==> src/rtl/pong_pkg.sv <==
// Shared widths, default VGA 640x480@60 timing, playfield geometry, colours
// and the clipped distance test used by the Pong renderer.
package pong_pkg;

    localparam int COORD_W  = 10;

    localparam int H_ACTIVE = 640;
    localparam int H_FP     = 16;
    localparam int H_SYNC   = 96;
    localparam int H_BP     = 48;
    localparam int H_TOTAL  = H_ACTIVE + H_FP + H_SYNC + H_BP;
    localparam int V_ACTIVE = 480;
    localparam int V_FP     = 10;
    localparam int V_SYNC   = 2;
    localparam int V_BP     = 33;
    localparam int V_TOTAL  = V_ACTIVE + V_FP + V_SYNC + V_BP;

    localparam int BALL_RADIUS   = 4;
    localparam int PADDLE_HALF_W = 4;
    localparam int PADDLE_HALF_H = 32;
    localparam int P1_COL        = 50;
    localparam int P2_COL        = 590;
    localparam int MID_COL       = 320;

    typedef logic [COORD_W-1:0] coord_t;
    typedef logic [2:0]         rgb_t;

    localparam rgb_t C_BALL   = 3'b111;
    localparam rgb_t C_PADDLE = 3'b011;
    localparam rgb_t C_MID    = 3'b100;
    localparam rgb_t C_BG     = 3'b000;

    typedef struct packed {
        coord_t ball_x;
        coord_t ball_y;
        coord_t paddle1_y;
        coord_t paddle2_y;
    } pos_t;

    localparam pos_t POS_RST = '{ball_x: 10'd320, ball_y: 10'd240,
                                 paddle1_y: 10'd240, paddle2_y: 10'd240};

    // Signed distance one bit wider than a coordinate, so objects near an
    // edge clip instead of wrapping around the counter range.
    function automatic logic near(input coord_t p, input coord_t c, input int r);
        logic signed [COORD_W:0] d;
        logic signed [COORD_W:0] lim;
        d   = $signed({1'b0, p}) - $signed({1'b0, c});
        lim = (COORD_W+1)'(r);
        return (d >= -lim) && (d <= lim);
    endfunction

endpackage

==> src/rtl/vga_timing.sv <==
// Free-running pixel/line counters with raw (unregistered) sync, display
// enable and the once-per-frame commit strobe at the first vblank pixel.
module vga_timing
    import pong_pkg::*;
#(
    parameter int H_ACTIVE = pong_pkg::H_ACTIVE,
    parameter int H_FP     = pong_pkg::H_FP,
    parameter int H_SYNC   = pong_pkg::H_SYNC,
    parameter int H_BP     = pong_pkg::H_BP,
    parameter int V_ACTIVE = pong_pkg::V_ACTIVE,
    parameter int V_FP     = pong_pkg::V_FP,
    parameter int V_SYNC   = pong_pkg::V_SYNC,
    parameter int V_BP     = pong_pkg::V_BP
) (
    input  logic   clk,
    input  logic   rst,
    output coord_t h_cnt,
    output coord_t v_cnt,
    output logic   de_raw,
    output logic   hs_raw,
    output logic   vs_raw,
    output logic   commit
);

    localparam int HT = H_ACTIVE + H_FP + H_SYNC + H_BP;
    localparam int VT = V_ACTIVE + V_FP + V_SYNC + V_BP;

    always_ff @(posedge clk or negedge rst) begin
        if (!rst) begin
            h_cnt <= '0;
            v_cnt <= '0;
        end else if (h_cnt == coord_t'(HT - 1)) begin
            h_cnt <= '0;
            v_cnt <= (v_cnt == coord_t'(VT - 1)) ? '0 : v_cnt + 1'b1;
        end else begin
            h_cnt <= h_cnt + 1'b1;
        end
    end

    assign de_raw = (h_cnt < coord_t'(H_ACTIVE)) && (v_cnt < coord_t'(V_ACTIVE));
    assign hs_raw = !((h_cnt >= coord_t'(H_ACTIVE + H_FP)) &&
                      (h_cnt <  coord_t'(H_ACTIVE + H_FP + H_SYNC)));
    assign vs_raw = !((v_cnt >= coord_t'(V_ACTIVE + V_FP)) &&
                      (v_cnt <  coord_t'(V_ACTIVE + V_FP + V_SYNC)));
    assign commit = (h_cnt == '0) && (v_cnt == coord_t'(V_ACTIVE));

endmodule

==> src/rtl/pong_renderer.sv <==
// Pong video back end: shadow/active position buffer committed once per
// frame, object hit tests and a single registered output stage.
module pong_renderer
    import pong_pkg::*;
#(
    parameter int H_ACTIVE      = pong_pkg::H_ACTIVE,
    parameter int H_FP          = pong_pkg::H_FP,
    parameter int H_SYNC        = pong_pkg::H_SYNC,
    parameter int H_BP          = pong_pkg::H_BP,
    parameter int V_ACTIVE      = pong_pkg::V_ACTIVE,
    parameter int V_FP          = pong_pkg::V_FP,
    parameter int V_SYNC        = pong_pkg::V_SYNC,
    parameter int V_BP          = pong_pkg::V_BP,
    parameter int BALL_RADIUS   = pong_pkg::BALL_RADIUS,
    parameter int PADDLE_HALF_W = pong_pkg::PADDLE_HALF_W,
    parameter int PADDLE_HALF_H = pong_pkg::PADDLE_HALF_H,
    parameter int P1_COL        = pong_pkg::P1_COL,
    parameter int P2_COL        = pong_pkg::P2_COL,
    parameter int MID_COL       = pong_pkg::MID_COL
) (
    input  logic   clk,
    input  logic   rst,
    input  logic   pos_valid,
    input  coord_t ball_x,
    input  coord_t ball_y,
    input  coord_t paddle1_y,
    input  coord_t paddle2_y,
    output logic   frame_tick,
    output logic   hsync,
    output logic   vsync,
    output logic   de,
    output rgb_t   rgb
);

    coord_t h_cnt, v_cnt;
    logic   de_raw, hs_raw, vs_raw, commit;

    vga_timing #(
        .H_ACTIVE(H_ACTIVE), .H_FP(H_FP), .H_SYNC(H_SYNC), .H_BP(H_BP),
        .V_ACTIVE(V_ACTIVE), .V_FP(V_FP), .V_SYNC(V_SYNC), .V_BP(V_BP)
    ) u_timing (
        .clk(clk), .rst(rst),
        .h_cnt(h_cnt), .v_cnt(v_cnt),
        .de_raw(de_raw), .hs_raw(hs_raw), .vs_raw(vs_raw),
        .commit(commit)
    );

    pos_t pos_in, shadow, active;
    assign pos_in = {ball_x, ball_y, paddle1_y, paddle2_y};

    // A strobe landing on the commit cycle bypasses the shadow so the
    // freshest position is what the next frame shows.
    always_ff @(posedge clk or negedge rst) begin
        if (!rst) begin
            shadow <= POS_RST;
            active <= POS_RST;
        end else begin
            if (pos_valid) shadow <= pos_in;
            if (commit)    active <= pos_valid ? pos_in : shadow;
        end
    end

    logic hit_ball, hit_pad, hit_mid;
    rgb_t pix;

    assign hit_ball = near(h_cnt, active.ball_x, BALL_RADIUS) &&
                      near(v_cnt, active.ball_y, BALL_RADIUS);
    assign hit_pad  = (near(h_cnt, coord_t'(P1_COL), PADDLE_HALF_W) &&
                       near(v_cnt, active.paddle1_y, PADDLE_HALF_H)) ||
                      (near(h_cnt, coord_t'(P2_COL), PADDLE_HALF_W) &&
                       near(v_cnt, active.paddle2_y, PADDLE_HALF_H));
    assign hit_mid  = ((h_cnt == coord_t'(MID_COL)) || (h_cnt == coord_t'(MID_COL + 1))) &&
                      !v_cnt[3];

    always_comb begin
        pix = C_BG;
        if (de_raw) begin
            if (hit_ball)     pix = C_BALL;
            else if (hit_pad) pix = C_PADDLE;
            else if (hit_mid) pix = C_MID;
        end
    end

    always_ff @(posedge clk or negedge rst) begin
        if (!rst) begin
            hsync      <= 1'b1;
            vsync      <= 1'b1;
            de         <= 1'b0;
            rgb        <= C_BG;
            frame_tick <= 1'b0;
        end else begin
            hsync      <= hs_raw;
            vsync      <= vs_raw;
            de         <= de_raw;
            rgb        <= pix;
            frame_tick <= commit;
        end
    end

endmodule

==> config.mk <==
export PLATFORM = sky130hd
export DESIGN_NAME = pong_renderer
export DESIGN_NICKNAME = d
export VERILOG_FILES = /design/src/rtl/pong_pkg.sv /design/src/rtl/vga_timing.sv /design/src/rtl/pong_renderer.sv
export SDC_FILE = /design/constraint.sdc
export NUM_CORES = 1
export LEC_CHECK = 0
export ABC_AREA = 1
export ABC_CLOCK_PERIOD_IN_PS = 2500
export CAP_MARGIN = 5
export CORE_UTILIZATION = 60
export DETAILED_ROUTE_END_ITERATION = 8
export PLACE_DENSITY = 0.81
export SLEW_MARGIN = 20
export SYNTH_ARGS = -nofsm -noshare
export SYNTH_HDL_FRONTEND = slang
export SYNTH_HIERARCHICAL = 1
export SYNTH_SLANG_ARGS = --single-unit
==> constraint.sdc <==
create_clock -name clk -period 2.5 [get_ports clk]
set_input_delay 0.25 -clock clk [delete_from_list [all_inputs] [get_ports clk]]
set_output_delay 0.25 -clock clk [all_outputs]
set_load 0.005 [all_outputs]
==> summary.md <==
| Metric | Value |
|---|---|
| Run status | complete, no violations |
| Crit path launch type | register |
| Sum Neg Setup Slack | 0 ns |
| Flop-to-flop setup slack | around 0.18 ns |
| CTS Buf Count | 9 |
| Pre-CTS setup slack | around 0.21 ns |
| Clk buf depth | 2 |
| Mux cell area share after synthesis | 0.0675 |
| CP Max Fanout | 32 |
| Relative slew margins | 0.668 |
| Xor and xnor area share after synthesis | 0.0167 |
| Clock root buffer | clkbuf_16 |
| WL/cell | ~14 um |
| Largest net degree at the start of global routing | just under 60 |
| Number of fillers in the final layout | about 960 |
| Via density per instance | 5.32 |
| Adder-cell share of the synthesized area | 0.0855 |
| Final setup viols | 0 |
| Arrival time worst endpoint | approximately 2.6 ns |
| Post-Syn Area per Cell | 7.32 um^2 |
| Largest cells by area after synthesis | dfrtp_1, nand2_1, dfstp_2 |
| Sequential area share after synthesis | 0.366 |
| Pleak | 4.48 nW |
| Area Growth Syn to Fin | 16.1% |
| Syn Nets | 1096 |
| Fmax | ~430 MHz |
| Period utilization | 0.927 |
| Most common cell after layout, fill and taps aside | nand2_1 |
| Placer Congestion | about 0.9 |
| Setup crit end kind | register |
| First-pass GRT wire length | approximately 28000 um |
| CORE AREA | roughly 12000 um^2 |
| Yosys top cell by area | dfrtp_1 |
| First-pass iteration count of the detailed router | 7 |
| Commonest cells after routing, fill and taps aside | nand2_1, inv_1, nor2_1 |
| Fin. max-slew vios | 0 |
| Die height | ~110 um |
| Residual DRC | 0 |
| Worst Reg-to-Reg Cells | 11 |
| Cells after Synth | 1004 |
| Synth top area share | 0.259 |
| Worst-Margin Slew | around 0.49 ns |
| Final Util | 0.713 |
| FF-to-FF End | active[17]$_DFFE_PN1P_ |
| Clock Pin Slew Worst Setup and Hold Paths | around 0.07 ns |
| Final WL | between 15000 and 20000 um |
| Total number of vias | approximately 6500 |
| Largest stage delay, worst path | approximately 0.45 ns |
| Worst path required time | about 2.8 ns |
| Max_cap viols | 0 |
| Worst hold path type | in2async |
| Worst skew pair latency | roughly 0.36 ns |
| Final worst setup slack | 0.183 ns |
| Fin crit period | roughly 2.3 ns |
| Area after DPL | 8160 um^2 |
| Critical path type | reg2reg |
| Post-DP HPWL | ~13000 um |
| Final Hold Viols | 0 |
| Htree depth | 3 |
| Initial core utilization | 0.614 |
| Post-Syn Area | about 7300 um^2 |
| Seq cells post-synth | 106 |
| Antenna violations before repair | 0 |
| Port bufs | 49 |
| CTS tree | built |
| Yosys warnings | 6 |
| Peak VDD IR | approximately 450 uV |
| Die W | around 110 um |
| DRT iter0 DRCs | roughly 380 |
| CTS Sinks | about 110 |
| GRT overflow | 0 |
| CP Cell Sequence | buf_4, inv_1, ha_1, inv_1, nor2_1, nand3_1, nor4_2, buf_12, buf_4, nand2_1, o21ai_0 |
| Post-route antenna net violation count | 0 |
| R2R Path Start | u_timing/v_cnt[0]$_DFFE_PN0N_ |
| Pwr/cell area | ~420 nW/um^2 |
| CP max-delay cell | nor4_2 |
| Simple-gate area share of the yosys netlist | 0.299 |
| # IOs | 50 |
| Design Area, Final | 8530 um^2 |
| Synth Area in Compound Gates | 0.0697 |
| Clk_skew | about 0.0083 ns |
| GRT Overall Usage | 0.276 |
| CP endpoint | active[17]$_DFFE_PN1P_ |
| Number of diodes | 0 |
| Die Area | about 13000 um^2 |
| FF/Latch Area | 2690 um^2 |
| Final nets | between 1000 and 1500 |
| Hold Slack | between 0.3 and 0.4 ns |
| Number of global-route vias before repair | a little over 6000 |
| Std cell rows | 40 |
| Crit path from | u_timing/v_cnt[0]$_DFFE_PN0N_ |
| Multi-input combinational cell area | 3980 um^2 |
| Fraction of layout cells with a size suffix above 1 | 0.136 |
| Main combinational cell family by area after synthesis | simple AND/OR/NAND/NOR gates |
| Synth cell types | 37 |
-- cells in the mapped netlist, drive strengths merged --
master  number
ha          47
nand3       73
xnor2        4
a21boi       1
inv        169
nor3         5
clkinv       1
nor4         3
o21bai       6
a21o         1
nand3b      11
clkbuf       7
o21a         1
xor2        10
a21oi       30
buf          7
nand4       18
dfrtp       76
nor2        91
mux2        44
a31oi        2
o21ai       51
dfstp       30
nand2      313
fa           2
o211ai       1
-- what timing repair did --
item,CTS,global route
endpoints found under the hold margin,17,0
setup endpoints to repair,0,2
gates resized for setup,0,6
setup buffers,0,1
hold buffers,1,0
-- through the flow --
step                cells  total power, W
floorplan            1004         0.00193
global placement     1206         0.00205
detailed placement   1206         0.00206
CTS                  1223         0.00364
global route         1224         0.00372
finish               1224         0.00360
-- cells by family after synthesis --
group           count (synthesis)
mux                            44
flops                         106
fa+ha+maj                      49
xor+xnor                       14
buf+inv                       184
simple gates                  514
compound gates                 93
-- area by class of cell --
type | count | area share
clock buffer | 9 | 0.0264
timing repair buffer | 71 | 0.0821
clock inverter | 7 | 0.0132
tap | 147 | 0.0216
inverter | 170 | 0.0749
sequential | 106 | 0.315
multi-input combinational | 714 | 0.466
-- state kept, by name (all words and copies together) (netlist names) --
register / cells
u_timing/h_cnt: 10
vsync: 1
frame_tick: 1
hsync: 1
de: 1
active: 40
u_timing/v_cnt: 10
shadow: 40
rgb: 2
-- where the power goes --
part,internal (W),switching [W]
combinational,0.000125,0.0000901
sequential,0.00179,0.0000153
clock,0.000901,0.000679
total,0.00282,0.000784
-- how the worst min path moves through the flow --
stage                     depth (start not counted)  startpoint  slack [ns]                endpoint
final                                             2         rst        0.35  active[12]$_DFFE_PN0P_
after global routing                              2         rst        0.37  active[12]$_DFFE_PN0P_
after CTS                                         2         rst        0.35  active[12]$_DFFE_PN0P_
after detailed placement                          1         rst        0.19  active[12]$_DFFE_PN0P_
after global placement                            1         rst        0.19  active[12]$_DFFE_PN0P_
after floorplan                                   0         rst       -0.05   active[0]$_DFFE_PN0P_
-- routing by layer --
| metal | GRT usage | up-vias | part of all wire |
|---|---|---|---|
| li1 | - | 3311 | - |
| met1 | 0.350 | 2997 | 0.45 |
| met2 | 0.472 | 169 | 0.48 |
| met3 | 0.0437 | 37 | 0.047 |
| met4 | 0.113 | 0 | 0.030 |
| met5 | 0 | - | 0 |
-- worst max-delay path: cells and delay by family, from the launching register on --
family	cells	cell delay, ns
buf+inv	5	0.80
simple gates	4	0.80
flops	1	0.38
fa+ha+maj	1	0.16
compound gates	1	0.09
Power figures use the tool's default switching activity.
